[src/rtl/acc_adder_tree.sv]
// Pipelined signed adder tree reducing NUM_IN operands per beat, followed by a
// frame accumulator with optional saturation and a sticky per-frame overflow flag.
module acc_adder_tree #(
   parameter int IN_W   = 18,
   parameter int NUM_IN = 4,
   parameter int ACC_W  = 24,
   parameter bit SAT_EN = 1'b1
) (
   input  logic                   clk,
   input  logic                   rst,
   input  logic                   in_valid,
   input  logic [NUM_IN*IN_W-1:0] in_data,
   input  logic                   in_last,
   output logic                   out_valid,
   output logic [ACC_W-1:0]       out_sum,
   output logic                   out_ovf
);

   localparam int L  = $clog2(NUM_IN);
   localparam int TW = IN_W + L;

   // Level s carries NUM_IN>>s operands of width IN_W+s; level 0 is the raw input.
   for (genvar s = 0; s <= L; s++) begin : g_lvl
      localparam int W = IN_W + s;
      localparam int N = NUM_IN >> s;
      logic [N*W-1:0] dat;
      logic           vld;
      logic           lst;

      if (s == 0) begin : g_in
         always_comb begin
            dat = in_data;
            vld = in_valid;
            lst = in_last & in_valid;
         end
      end else begin : g_add
         logic [N*W-1:0] dat_d;
         logic [W-2:0]   opa;
         logic [W-2:0]   opb;

         always_comb begin
            dat_d = '0;
            opa   = '0;
            opb   = '0;
            for (int k = 0; k < N; k++) begin
               opa = g_lvl[s-1].dat[(2*k)*(W-1)   +: W-1];
               opb = g_lvl[s-1].dat[(2*k+1)*(W-1) +: W-1];
               dat_d[k*W +: W] = {opa[W-2], opa} + {opb[W-2], opb};
            end
         end

         always_ff @(posedge clk) begin
            dat <= dat_d;
            if (rst) begin
               vld <= 1'b0;
               lst <= 1'b0;
            end else begin
               vld <= g_lvl[s-1].vld;
               lst <= g_lvl[s-1].lst;
            end
         end
      end
   end

   logic [TW-1:0]    tree_sum;
   logic             tree_vld;
   logic             tree_lst;
   logic [ACC_W:0]   ext_sum;
   logic [ACC_W:0]   base;
   logic [ACC_W:0]   nxt;
   logic             ovf;
   logic [ACC_W-1:0] res;

   logic [ACC_W-1:0] acc_q,    acc_d;
   logic             first_q,  first_d;
   logic             sticky_q, sticky_d;
   logic [ACC_W-1:0] sum_q,    sum_d;
   logic             ovf_q,    ovf_d;
   logic             vld_q,    vld_d;

   assign tree_sum = g_lvl[L].dat;
   assign tree_vld = g_lvl[L].vld;
   assign tree_lst = g_lvl[L].lst;

   always_comb begin
      ext_sum = {{(ACC_W+1-TW){tree_sum[TW-1]}}, tree_sum};
      base    = first_q ? '0 : {acc_q[ACC_W-1], acc_q};
      nxt     = base + ext_sum;
      // One guard bit is enough: both addends already fit in ACC_W bits.
      ovf     = nxt[ACC_W] ^ nxt[ACC_W-1];
      res     = nxt[ACC_W-1:0];
      if (SAT_EN && ovf) begin
         res = nxt[ACC_W] ? {1'b1, {(ACC_W-1){1'b0}}} : {1'b0, {(ACC_W-1){1'b1}}};
      end

      acc_d    = acc_q;
      first_d  = first_q;
      sticky_d = sticky_q;
      sum_d    = sum_q;
      ovf_d    = ovf_q;
      vld_d    = 1'b0;
      if (tree_vld) begin
         acc_d = res;
         if (tree_lst) begin
            first_d  = 1'b1;
            sticky_d = 1'b0;
            sum_d    = res;
            ovf_d    = sticky_q | ovf;
            vld_d    = 1'b1;
         end else begin
            first_d  = 1'b0;
            sticky_d = sticky_q | ovf;
         end
      end
   end

   always_ff @(posedge clk) begin
      if (rst) begin
         acc_q    <= '0;
         first_q  <= 1'b1;
         sticky_q <= 1'b0;
         sum_q    <= '0;
         ovf_q    <= 1'b0;
         vld_q    <= 1'b0;
      end else begin
         acc_q    <= acc_d;
         first_q  <= first_d;
         sticky_q <= sticky_d;
         sum_q    <= sum_d;
         ovf_q    <= ovf_d;
         vld_q    <= vld_d;
      end
   end

   assign out_valid = vld_q;
   assign out_sum   = sum_q;
   assign out_ovf   = ovf_q;

endmodule

[config.mk]
export PLATFORM = sky130hd
export DESIGN_NAME = acc_adder_tree
export DESIGN_NICKNAME = d
export VERILOG_FILES = /design/src/rtl/acc_adder_tree.sv
export SDC_FILE = /design/constraint.sdc
export NUM_CORES = 1
export LEC_CHECK = 0
export ABC_AREA = 1
export CAP_MARGIN = 20
export CORE_MARGIN = 4
export CORE_UTILIZATION = 55
export CTS_CLUSTER_DIAMETER = 50
export DETAILED_ROUTE_END_ITERATION = 12
export PLACE_DENSITY_LB_ADDON = 0.3
export SETUP_SLACK_MARGIN = 0.3
export SYNTH_ARGS = -nofsm -noshare
export SYNTH_HDL_FRONTEND = slang
export SYNTH_SLANG_ARGS = --single-unit
[constraint.sdc]
create_clock -name clk -period 3.1 [get_ports clk]
set_clock_uncertainty 0.15 [all_clocks]
set_input_delay 0.465 -clock clk [delete_from_list [all_inputs] [get_ports clk]]
set_output_delay 0.465 -clock clk [all_outputs]
set_load 0.02 [all_outputs]
# Word-level counts from Yosys, hierarchy flattened
# Cells that the tools add are included.
# word_totals
elab_cells	27
output_inout_bits	26
mem_count	0
latchBits	0
ramBits	0
in_bits	76
register_bits	114
mem_bits_ro	0
# classes
magnitude_cmp	0
eq_ne	0
div_mod_pow	0
n_bitwise	4
add_sub_neg	4
mul	0
n_reduce_logical	2
shift	0
mux	5
# ops
op	n
24-bit two-way mux	2
18-bit by 18-bit adder with 19-bit output	2
25-bit adder	1
25-bit two-way mux	1
19-bit by 19-bit adder with 20-bit output	1
1-bit two-way mux	2
2-bit AND reduction	1
2-bit OR reduction	1
1-bit bitwise AND	1
1-bit NOT	1
1-bit OR	1
1-bit bitwise XOR	1

# Logic depth before layout (Yosys ltp)
# depth
ltp_word	5
ltp_mapped	22
depth_no_buf	19

# Worst setup path before layout
# Ideal clock, no wire load.
# synth_path
path_type	reg2reg
startpoint	register first_q
endpoint	register acc_q[18]
slack_ns	0.301
setup_time_ns	0.129
synth_period_minus_slack_ns	2.799
t_required_ns	2.821
path_stages_with_launch	20
arrival_time_ns	2.521
n_path_buf	3
cell_sequence	dfxtp_1 clkbuf_1 clkbuf_1 nor2_1 ha_1 inv_1 fa_1 inv_1 nand2_1 nand2_1 nand3_1 nand2_1 nand2_1 nand3_1 nand2_1 nand2_4 nand2_1 buf_2 a21oi_1 a21oi_1
# synth_via
elab_chain_cells	4
word_cells_on_any_way	5
classes_between	add/sub (1); mux (3); bitwise (1)
# synth_lines
element	line_no	text
start, declared	75	logic first_q, first_d;
start signal, assigned	127	first_q <= first_d;
25-bit two-way mux *	87	base = first_q ? '0 : {acc_q[ACC_W-1], acc_q};
25-bit adder *	88	nxt = base + ext_sum;
24-bit two-way mux or 1-bit bitwise XOR (tied branches)	93, 90	
24-bit two-way mux *	92	if (SAT_EN && ovf) begin
end signal, assigned	119	acc_q <= '0;
end signal, assigned	126	acc_q <= acc_d;
end, declared	74	logic [ACC_W-1:0] acc_q, acc_d;
# Mark *: on every way between the ends. The rest lies on a longest branch, timed or not.
# A chain may end at the register's enable or synchronous reset.

# Worst setup path after layout
# layout_path
startpoint	register first_q
endpoint	register sum_q[6] (netlist: out_sum[6])
# layout_via
elab_chain_cells	4
word_cells_on_any_way	5
classes_between	add/sub (1); mux (3); bitwise (1)
# layout_lines
element	line_no	text
25-bit two-way mux *	87	
25-bit adder *	88	
24-bit two-way mux or 1-bit bitwise XOR (tied branches)	93, 90	
24-bit two-way mux *	92	
end signal, assigned	129	sum_q <= sum_d;
end, declared	77	logic [ACC_W-1:0] sum_q, sum_d;
# Marked as above.

==> flow_metrics.py <==
metrics = {
    "run": {
        "maxCapViolCount": 0,
    },
    "placement": {
        "io_buffers": 101,
        "dp.cells": 1419,
        "dpl.hpwl_um": 15190,
        "gp_congestion": 0.9493,
        "post_dp_cell_area_um2": 9214,
    },
    "die": {
        "num_rows": 42,
        "die_w_um": 125.6,
        "io_pins": 102,
        "initial_core_util_pct": 56.79,
        "die_area_um2": 15780,
        "core-area_um2": 13400,
        "fp.dieH_um": 125.6,
    },
    "critical_path": {
        "setup.worst_path.class": "flop to flop",
        "end_kind": "flop",
        "cp.required_ps": 3270,
        "arrival_ps": 2990,
        "crit_fanout": 17,
        "cp-start-kind": "flop",
    },
    "logic_synthesis": {
        "synth_top_family_by_area": "simple AND/OR/NAND/NOR gates",
        "yosys.area_share.simple_pct": 25.44,
        "synthAdderAreaFrac_pct": 14.04,
        "synth_top_area_share_pct": 29.99,
        "synthMuxAreaShare_pct": 0,
        "ys_seq_area_share_pct": 29.99,
        "yosysUniqueCellTypes": 38,
        "synth_compound_area_share_pct": 13.65,
        "synth_area_leaders": "dfxtp_1 30%, nand2_1 14%, ha_1 13%",
        "synth-seq-cells": 114,
        "syn_area_per_cell_um2": 6.874,
        "netlist_area_um2": 7610,
        "yosys_warnings": 0,
        "syn_nets": 1266,
        "synth_cells": 1107,
        "synth-xor-area-share_pct": 7.366,
        "synth_area_leader_cell": "dfxtp_1",
    },
    "routing": {
        "drt_first_pass_iters": 5,
        "drt-total-wl_um": 21260,
        "ant_nets": 0,
        "wl_per_cell_um": 14.52,
        "drt-initial-drc-count": 636,
        "vias_per_cell": 5.374,
        "route.detailed.drc": 0,
        "vias": 7867,
    },
    "timing": {
        "slew_headroom_pct": 54.56,
        "period_share_pct": 90.84,
        "fmax_mhz": 355.1,
        "fin_tns_setup_ps": 0,
        "rsz0062_at_grt": "yes",
        "hold_violations": 0,
        "worst_pin_slew_ps": 679.1,
        "fin_crit_ps": 2816,
        "slew_violations": 0,
        "setup_viol": 0,
    },
    "final_layout": {
        "nFillCells": 990,
        "nets": 1434,
        "drive_gt1_share_pct": 13.20,
        "instances_no_fill": 1464,
        "fin_area_um2": 10360,
        "area_growth_pct": 36.09,
        "n_antenna_cell": 0,
    },
    "grt": {
        "grt_max_degree": 35,
        "antenna_found_initial": 0,
        "grt_pass1_vias": 7464,
        "grtUsageTotal_pct": 24.19,
        "grt_first_pass_wirelength_um": 32170,
        "grt-ovfl-total": 0,
    },
    "min_path": {
        "hold_path.class": "flop to flop",
    },
    "clock_network": {
        "clk-insertion-delay-late_ps": 410,
        "clkTransAtPathRegs_ps": 50,
        "cts_inserted_buffers": 17,
        "clock_path_buffers": 2,
        "clock_sink_count": 114,
        "tritoncts": "done",
        "cts_root_buffer": "clkbuf_16",
        "ctsHtreeMaxLevel": 4,
        "hold_buffers": 0,
    },
    "power": {
        "p_per_area_nw_per_um2": 718.1,
        "leakagePower_uw": 0.005098,
        "ir_drop_uv": 459.2,
    },
    "run_status": {
        "status": "complete, no violations",
    },
}
==> sequential cells by signal, indices dropped and copies added, names as in the netlist <==
| signal | cells |
|---|---|
| g_lvl.lst | 2 |
| g_lvl.vld | 2 |
| first_q | 1 |
| out_valid | 1 |
| sticky_q | 1 |
| out_sum | 24 |
| out_ovf | 1 |
| g_lvl.dat | 58 |
| acc_q | 24 |
==> area by class of cell <==
class | instances | area [um^2] | share of cell area [%]
Clock inverter | 10 | 180.2 | 1.740
Multi-Input combinational cell | 806 | 4860 | 46.93
Tap cell | 176 | 220.2 | 2.126
Sequential cell | 114 | 2286 | 22.07
Timing Repair Buffer | 171 | 1719 | 16.60
Clock buffer | 22 | 464.2 | 4.482
Inverter | 165 | 626.9 | 6.053
==> routing by layer <==
layer / global-route usage (%) / vias up / wire, um
met3: 4.488 / 92 / 1277
li1: - / 3908 / -
met5: 0 / - / 0
met1: 26.83 / 3525 / 8241
met4: 10.71 / 0 / 1182
met2: 44.81 / 342 / 10550
==> final timing paths <==
kind                     start           end  slack [ps]  cells past startpoint
setup / recovery       first_q    out_sum[6]         280                     16
hold / removal    g_lvl[1].vld  g_lvl[2].vld         250                      2
setup reg to reg       first_q    out_sum[6]         280                     16
hold reg to reg   g_lvl[1].vld  g_lvl[2].vld         250                      2
==> report_power, final <==
part           internal (uW)  total (uW)  switching, uW
clock network           1460        2130            665
logic                   1520        3420           1910
registers               1750        1890            140
==> cell usage in the layout, fill, tap and decap left out, types with 6 or more instances in the layout <==
master           count
clkbuf_16           23
o21bai_1             8
o21ai_0             50
nor2_2              11
nor2_1              74
dfxtp_1            113
xor2_1              43
inv_2                6
a21oi_1             95
nand2_2             16
nand4_1             13
clkdlybuf4s50_1    101
inv_1              158
nand3_1             50
buf_4               56
xnor2_1             21
a21o_1               7
ha_1                71
nor3_1               8
nand3_2              6
a21oi_2             13
ha_4                 6
nand2_1            273
==> synth_stat cells <==
library cell    n
a21boi_0        3
and3_1          1
nand2_2         3
ha_1           79
nand3_1        56
dfxtp_1       114
nor2_8          1
buf_1           2
buf_2           6
xor2_1         43
nor2_2          3
nor2_1         83
nand4_2         1
a21oi_2         2
a22o_1          1
a21oi_1       107
nand2_1       289
inv_2           5
o31ai_1         3
nor3_1          8
o21ai_0        54
a21o_1          7
and2_1          5
or2_1           1
o21bai_1        8
fa_1            4
xnor2_1        21
nand4_1        13
buf_6           2
nand2_4         1
inv_1         160
nor4_1          2
clkbuf_1       12
o211ai_1        1
a221oi_1        1
o21ai_1         1
a31oi_1         2
o21a_1          2
==> kinds of logic (layout without fill, tap and decap cells) <==
group                      after synthesis  in the layout
xor gates and xnor gates                64             64
adders and majority gates               83             83
DFF                                    114            114
buffers and inverters                  187            368
AOI/OAI and AO/OA                      192            192
and+or+nand+nor                        467            467
==> critical path, cell delays in order (launching register included) <==
cell       delay [ps]
dfxtp_4           400
clkbuf_16         190
nor2_1             70
ha_1              360
nand2_2           120
inv_2              40
a21oi_2           180
nand2_2            90
nand2_1           100
nand3_1            80
nand2_1           110
nand2_4           100
buf_12            140
nor2_8            150
buf_12            170
a21oi_1            60
o21ai_0           210
==> stage by stage <==
stage / hold slack (ps) / util (%) / power (uW) / setup WS (ps)
4_1_cts: 255.3 / 73.60 / 6878 / 300.2
3_5_place_dp: 246.5 / 68.76 / 4726 / 97.04
2_1_floorplan: 238.3 / - / 3789 / 300.9
5_1_grt: 276.5 / 77.28 / 7877 / 189.0
3_3_place_gp: 242.4 / 68.76 / 4681 / 161.2
6_report: 254.1 / 77.28 / 7437 / 284.0
==> repair_timing <==
| action | in CTS | in global routing |
|---|---|---|
| endpoints found under the setup margin | 46 | 49 |
| hold endpoints to repair | 0 | 0 |
| cloned | 0 | 7 |
| setup buffers | 0 | 6 |
| pin swaps | 0 | 24 |
| resized for setup | 2 | 73 |
(Power assumes the default switching activity.)
